[src/rtl/rc4_pkg.sv]
// Shared RC4 cracker definitions: byte type, memory sizes and PRGA state encoding.
package rc4_pkg;

   localparam int unsigned MSG_LEN = 32;
   localparam int unsigned AW_MSG  = 5;
   localparam int unsigned S_DEPTH = 256;
   localparam int unsigned BYTE_W  = 8;
   localparam int unsigned K_W     = 6;

   typedef logic [BYTE_W-1:0] byte_t;

   typedef enum logic [3:0] {
      IDLE,
      RD_I,
      WT_I,
      RD_J,
      WT_J,
      WR_I,
      WR_J,
      RD_F,
      WT_F,
      WR_DEC,
      OFFER,
      NEXT,
      DONE
   } prga_state_t;

endpackage

[src/rtl/prga_char_producer.sv]
// RC4 PRGA stage: decrypts the encrypted message through the S memory, writes DM
// and offers each character to the key checker over new_char/char_compare.
module prga_char_producer
   import rc4_pkg::*;
(
   input  logic              clk,
   input  logic              reset,
   input  logic              start_flag,
   output logic              done_flag,
   output logic [7:0]        addr,
   input  logic [7:0]        rddata,
   output logic [7:0]        wrdata,
   output logic              wren,
   output logic [AW_MSG-1:0] addr_enc,
   input  logic [7:0]        rddata_enc,
   output logic [AW_MSG-1:0] addr_dec,
   output logic [7:0]        wrdata_dec,
   output logic              wren_dec,
   output logic [K_W-1:0]    k,
   output logic              new_char,
   input  logic              char_compare,
   output logic [7:0]        data_xord,
   input  logic              start_over
);

   prga_state_t state, state_d;

   byte_t i, j, si, sj, enc_q;
   byte_t i_d, j_d, si_d, sj_d, enc_d;
   logic [K_W-1:0] k_d;

   byte_t             addr_d, wrdata_d, wrdata_dec_d, data_xord_d;
   logic [AW_MSG-1:0] addr_enc_d, addr_dec_d;
   logic              wren_d, wren_dec_d, new_char_d, done_d;

   always_ff @(posedge clk or posedge reset) begin
      if (reset) begin
         state      <= IDLE;
         i          <= '0;
         j          <= '0;
         k          <= '0;
         si         <= '0;
         sj         <= '0;
         enc_q      <= '0;
         addr       <= '0;
         wrdata     <= '0;
         wren       <= 1'b0;
         addr_enc   <= '0;
         addr_dec   <= '0;
         wrdata_dec <= '0;
         wren_dec   <= 1'b0;
         new_char   <= 1'b0;
         data_xord  <= '0;
         done_flag  <= 1'b0;
      end else begin
         state      <= state_d;
         i          <= i_d;
         j          <= j_d;
         k          <= k_d;
         si         <= si_d;
         sj         <= sj_d;
         enc_q      <= enc_d;
         addr       <= addr_d;
         wrdata     <= wrdata_d;
         wren       <= wren_d;
         addr_enc   <= addr_enc_d;
         addr_dec   <= addr_dec_d;
         wrdata_dec <= wrdata_dec_d;
         wren_dec   <= wren_dec_d;
         new_char   <= new_char_d;
         data_xord  <= data_xord_d;
         done_flag  <= done_d;
      end
   end

   always_comb begin
      state_d      = state;
      i_d          = i;
      j_d          = j;
      k_d          = k;
      si_d         = si;
      sj_d         = sj;
      enc_d        = enc_q;
      addr_d       = addr;
      wrdata_d     = wrdata;
      wren_d       = 1'b0;
      addr_enc_d   = addr_enc;
      addr_dec_d   = addr_dec;
      wrdata_dec_d = wrdata_dec;
      wren_dec_d   = 1'b0;
      new_char_d   = 1'b0;
      data_xord_d  = data_xord;
      done_d       = 1'b0;

      // Sequencing and datapath updates for the current state.
      unique case (state)
         IDLE:   if (start_flag) state_d = RD_I;
         RD_I:   state_d = WT_I;
         WT_I: begin
            i_d     = i + 8'd1;
            si_d    = rddata;
            j_d     = j + rddata;
            enc_d   = rddata_enc;
            state_d = RD_J;
         end
         RD_J:   state_d = WT_J;
         WT_J: begin
            sj_d    = rddata;
            state_d = WR_I;
         end
         WR_I:   state_d = WR_J;
         WR_J:   state_d = RD_F;
         RD_F:   state_d = WT_F;
         WT_F:   state_d = WR_DEC;
         WR_DEC: state_d = OFFER;
         OFFER:  if (char_compare) state_d = NEXT;
         NEXT: begin
            if (k == K_W'(MSG_LEN - 1)) begin
               state_d = DONE;
            end else begin
               k_d     = k + 6'd1;
               state_d = RD_I;
            end
         end
         DONE:   state_d = DONE;
         default: state_d = IDLE;
      endcase

      // Checker abort overrides every transition, including a same-cycle ack.
      if (start_over) begin
         state_d = IDLE;
         i_d     = '0;
         j_d     = '0;
         k_d     = '0;
      end

      // Outputs are registered for the state being entered, so memory addresses
      // are on the bus for the whole of the issuing state.
      unique case (state_d)
         RD_I: begin
            addr_d     = i_d + 8'd1;
            addr_enc_d = AW_MSG'(k_d);
         end
         RD_J:   addr_d = j_d;
         WR_I: begin
            addr_d   = i_d;
            wrdata_d = sj_d;
            wren_d   = 1'b1;
         end
         WR_J: begin
            addr_d   = j_d;
            wrdata_d = si_d;
            wren_d   = 1'b1;
         end
         RD_F:   addr_d = si_d + sj_d;
         WR_DEC: begin
            addr_dec_d   = AW_MSG'(k_d);
            wrdata_dec_d = rddata ^ enc_d;
            data_xord_d  = rddata ^ enc_d;
            wren_dec_d   = 1'b1;
         end
         OFFER:  new_char_d = 1'b1;
         DONE:   done_d     = 1'b1;
         default: ;
      endcase
   end

endmodule

[config.mk]
export PLATFORM = sky130hd
export DESIGN_NAME = prga_char_producer
export DESIGN_NICKNAME = d
export VERILOG_FILES = /design/src/rtl/rc4_pkg.sv /design/src/rtl/prga_char_producer.sv
export SDC_FILE = /design/constraint.sdc
export NUM_CORES = 1
export LEC_CHECK = 0
export BUFFER_PORTS_ARGS = -buffer_cell sky130_fd_sc_hd__buf_4
export CAP_MARGIN = 30
export CORE_AREA = 3 3 108 89
export DETAILED_ROUTE_END_ITERATION = 10
export DIE_AREA = 0 0 111 92
export PLACE_DENSITY_LB_ADDON = 0.25
export SKIP_CTS_REPAIR_TIMING = 1
export SLEW_MARGIN = 30
export SYNTH_ARGS = -nofsm -noshare
export SYNTH_HDL_FRONTEND = slang
export SYNTH_SLANG_ARGS = --single-unit
[constraint.sdc]
create_clock -name clk -period 9.4 [get_ports clk]
set_input_delay 1.41 -clock clk [delete_from_list [all_inputs] [get_ports clk]]
set_output_delay 1.41 -clock clk [all_outputs]
set_load 0.01 [all_outputs]
After elaboration in Yosys (flattened, before gate mapping)
Cells that the tools add are included.
- memories kept: 0
- output and inout bits: 52
- ROM bits: 0
- bits in latches: 0
- input bits: 21
- word-level logic and storage cells: 73
- flip-flop bits (word level): 88
- bits in writable memories: 0
- magnitude comparators: 0
- multiply operators: 0
- reductions and logical operators: 7
- equality and inequality tests: 22
- shift-type cells: 0
- multiplexer cells: 21
- bitwise operators: 1
- div/mod/pow operators: 0
- add/sub/neg operators: 5
- operators by type and width (cell ; number):
    8-bit two-way mux ; 7
    4-bit case mux with 13 select lines ; 1
    4-bit == test (second input constant) ; 8
    8-bit case mux with 4 select lines ; 1
    4-bit by 3-bit == test with 1-bit output (second input constant) ; 7
    6-bit two-way mux ; 3
    8-bit by 1-bit adder with 8-bit output (second input constant) ; 2
    8-bit adder ; 2
    4-bit two-way mux ; 4
    8-bit case mux with 2 select lines ; 1
    4-bit by 2-bit == test with 1-bit output (second input constant) ; 3
    4-bit by 1-bit == test with 1-bit output (second input constant) ; 2
    8-bit bitwise XOR ; 1
    6-bit by 1-bit adder with 6-bit output (second input constant) ; 1
    6-bit by 5-bit == test with 1-bit output (second input constant) ; 1
    4-bit zero test ; 1
    1-bit two-way mux ; 4
    2-bit nonzero test ; 2
    4-bit nonzero test ; 1
    2-bit OR reduction ; 2
    2-bit inequality test (second input constant) ; 1
    2-bit AND reduction ; 1

Longest topological paths before layout
- depth after elaboration: 7
- depth in mapped cells: 16

Least setup slack after synthesis
OpenSTA, ideal clock, no wires.
- path kind: input to register
- start: input rddata[0]
- end: register addr[6]
- data required time: 9276 ps
- arrival time: 3532 ps
- setup slack: 5744 ps
- cell stages on the path: 10
- library setup time: 124 ps
- cells stage by stage: mux2_2 > ha_1 > fa_1 > a21oi_1 > nor2_1 > a211o_1 > a21oi_1 > xnor2_1 > a221o_1 > a211o_1
- longest elaborated chain between the ends: 4
- ends and longest elaborated chain (item ; line ; RTL):
    start: declaration ; prga_char_producer.sv:11 ; input logic [7:0] rddata,
    8-bit adder ; prga_char_producer.sv:102 ; j_d = j + rddata;
    8-bit two-way mux ; prga_char_producer.sv:96 ; unique case (state)
    8-bit two-way mux ; prga_char_producer.sv:130 ; if (start_over) begin
    8-bit case mux with 4 select lines * ; prga_char_producer.sv:139 ; unique case (state_d)
    end signal: assignment ; prga_char_producer.sv:63 ; addr <= addr_d;
    end: declaration ; prga_char_producer.sv:10 ; output logic [7:0] addr,
Every way passes the cells marked *; elsewhere a longest branch is shown, timed or not.
A chain may end at the register's enable or synchronous reset.

Worst setup path in the final report
- start: register state[2]
- end: register addr[6]
- RTL lines (item ; line ; RTL):
    start: declaration ; prga_char_producer.sv:26 ; prga_state_t state, state_d;
    start signal: assignment ; prga_char_producer.sv:56 ; state <= state_d;
    4-bit by 3-bit == test with 1-bit output ; prga_char_producer.sv:96 ;
    8-bit two-way mux ; prga_char_producer.sv:96 ;
    net sj_d[0] ; prga_char_producer.sv:29 ; byte_t i_d, j_d, si_d, sj_d, enc_d;
    8-bit adder ; prga_char_producer.sv:155 ; RD_F: addr_d = si_d + sj_d;
    8-bit case mux with 4 select lines ; prga_char_producer.sv:139 ;
The timed path passes the listed nets, and every way through them passes these cells.

==> results_dict.tcl <==
set metrics [dict create \
    synth_top_cell_by_area "dfrtp_1" \
    cellPowerDensity_mw_per_mm2 217 \
    dr.pass1.iters 5 \
    synth_area_sq_mm 0.00478 \
    syn_avg_cell_area_sq_um 9.88 \
    synthCells 484 \
    drive_above_1_share 0.212 \
    route.detailed.drc 0 \
    post-place-ws_ns 5.44 \
    synth_compound_area_frac 0.138 \
    startpoint "state[2]" \
    start_util 0.561 \
    grt.overflow.total 0 \
    timing.final.crit_share 0.421 \
    power_mw 1.21 \
    p_int_uw 811 \
    synth_cell_type_count 61 \
    nNetsFinal 584 \
    antenna_found_initial 0 \
    synth_top_family_by_area "simple AND/OR/NAND/NOR gates" \
    cp.required_ns 9.64 \
    start_kind "flip-flop" \
    wl_per_cell_um 17.1 \
    yosys.area_share.adder 0.0528 \
    tritoncts "done" \
    fin_crit_ns 3.96 \
    yosysWarnings 0 \
    boundaryPins 73 \
    power.switching_uw 401 \
    yosysSeqAreaShare 0.460 \
    maxCapViolCount 0 \
    worstHoldStart "addr_enc[4]" \
    clock_sinks 88 \
    fmax_ghz 0.253 \
    synthSimpleGateAreaFrac 0.177 \
    synth-edff-count 0 \
    synth.area.mux_share 0.0659 \
    async_flop_share 1.00 \
    die_w_um 111 \
    yosys.area_share.xor_xnor 0.0659 \
    rsz0062_at_grt "no" \
    dr_total_vias 3805 \
    slew_headroom 0.422 \
    hp-class "reg2reg" \
    stdcell_count 659 \
    grt_max_degree 89 \
    tns_ns 0 \
    diodes 0 \
    num_rows 30 \
    synthTopCellsByArea "dfrtp_1, nand2_1, xnor2_1" \
    grt_use_total 0.229 \
    insertion_delay_ns 0.35 \
    die_y_um 92 \
    numCtsBuffers 9 \
    mostFrequentLayoutCells "dfrtp_1, nand2_1, buf_4" \
    p_leak_nw 2.68 \
    viasPerCell 5.77 \
    drtAntennaViolNets 0 \
    tightest_slew_ns 0.867 \
    cp_max_fo 16 \
    cpMaxStageDelayCell "dfrtp_1" \
    crit_type "reg2reg" \
    die_area_sq_mm 0.0102 \
    io_buffers 72 \
    clkTransAtPathRegs_ns 0.08 \
    clock_path_buffers 2 \
    hold_violations 0 \
    comb_power_share 0.357 \
    outcome "finished, final reports clean" \
    drt_iter0_markers 291 \
    yosys_most_used_dff "dfrtp_1" \
    core_sq_mm 0.00852 \
    place_inst 645 \
    seqPwrFrac 0.411 \
    totalWireLength_mm 11.2 \
    critPathMaxStageDelay_ns 0.65 \
    worstSetupEndpointType "flip-flop" \
    r2r_slack_ns 5.44 \
    cts-root-buf "clkbuf_8" \
    fin_skew_ns 0.00686 \
    area_growth_pct 16.6 \
    dp_hpwl_mm 7.99 \
    crit_path_cell_trace "nor2b_1, and2_1, mux2_2, ha_1, fa_1, a21oi_1, nor2_1, a211o_1, a21oi_1, xnor2_1, a221o_1, a211o_1" \
    critical_path_arrival_ns 4.20 \
    place.gp.congestion 0.919 \
    setup_slack_ns 5.44 \
    clkPwrFrac 0.232 \
    syn-num-nets 524 \
    final_common_cell "dfrtp_1" \
    h-tree-depth 3 \
    ys_seq_elements 88 \
    p_sw_frac 0.331 \
    slew_viol_final 0 \
    setup-violations-final 0 \
    vdd.ir_drop.worst_v 0.000119 \
    worstReg2RegStart "state[2]" \
    grt_pass1_vias 3615 \
    grt_pass1_wl_mm 18.8 \
    synth_top_area_frac 0.460 \
]
-- final cells by class --
class                      count  area [sq um]
timing repair buffer          77           582
inverter                      12          46.3
sequential                    88          2200
clock buffer                  10           138
clock inverter                 4          70.1
tap                          112           140
fill                         680          2950
multi-input combinational    356          2400
-- worst paths after layout --
check | to | cells after the start
min reg2reg | addr_enc[4] | 1
max | addr[6] | 12
max reg2reg | addr[6] | 12
min | addr_enc[4] | 1
max in group asynchronous | k[3] | 3
min in group asynchronous | addr_dec[0] | 3
-- through the flow --
step           utilization  hold WS [ns]  area (sq um)
6_report             0.654         0.490          5580
5_1_grt              0.654         0.511          5580
4_1_cts              0.654         0.496          5580
3_5_place_dp         0.630         0.476          5370
3_3_place_gp         0.630         0.470          5360
2_1_floorplan            -         0.456          4780
-- synthesized netlist by cell type (4+ instances only) --
| master | count |
|---|---|
| o21ai_1 | 13 |
| nand4_1 | 5 |
| a21oi_1 | 33 |
| clkbuf_1 | 11 |
| ha_1 | 17 |
| a221o_1 | 8 |
| o21ai_0 | 12 |
| nor2_1 | 26 |
| nor3_1 | 9 |
| nand2_1 | 82 |
| mux2_2 | 15 |
| inv_1 | 12 |
| buf_4 | 8 |
| mux2i_1 | 9 |
| a21o_1 | 5 |
| nor2b_1 | 6 |
| buf_2 | 4 |
| xor2_1 | 10 |
| xnor2_1 | 26 |
| mux2_1 | 5 |
| nand3b_1 | 5 |
| nand3_1 | 8 |
| a31oi_1 | 5 |
| dfrtp_1 | 88 |
| buf_1 | 4 |
-- worst max-delay path, delay by kind of cell, from the launching register on --
family / cells / cell delay [ns]
AOI/OAI and AO/OA: 5 / 1.21
and+or+nand+nor: 3 / 0.80
adders and majority gates: 2 / 0.66
DFF: 1 / 0.65
muxes: 1 / 0.42
xor gates and xnor gates: 1 / 0.08
-- logic make-up (layout without fill, tap and decap cells) --
kind of cell | after synthesis | in the layout
xor gates and xnor gates | 36 | 36
muxes | 29 | 29
buffers and inverters | 40 | 103
DFF | 88 | 88
adders and majority gates | 19 | 19
and+or+nand+nor | 171 | 171
AOI/OAI and AO/OA | 101 | 101
-- metal layers --
metal,share of wire,track usage,wire [um],vias up
met5,0,0,0,-
met4,0.0098,0.0595,110,0
met3,0.077,0.0574,871,16
met2,0.45,0.350,5020,159
met1,0.47,0.329,5250,1820
li1,-,-,-,1810
-- power groups by stage --
stage / registers (mW) / clock network (mW) / logic, mW
2_1_floorplan: 0.503 / 0 / 0.299
3_3_place_gp: 0.503 / 0 / 0.421
3_5_place_dp: 0.505 / 0 / 0.430
4_1_cts: 0.498 / 0.288 / 0.432
5_1_grt: 0.508 / 0.306 / 0.480
6_report: 0.498 / 0.281 / 0.433
-- state kept, by name, summed over array words and instances, names as in the netlist --
register / count
addr: 8
data_xord: 8
enc_q: 8
i: 8
j: 8
si: 8
sj: 8
wrdata: 8
k: 6
addr_dec: 5
addr_enc: 5
state: 4
done_flag: 1
new_char: 1
wren: 1
wren_dec: 1
(Power assumes the default switching activity.)
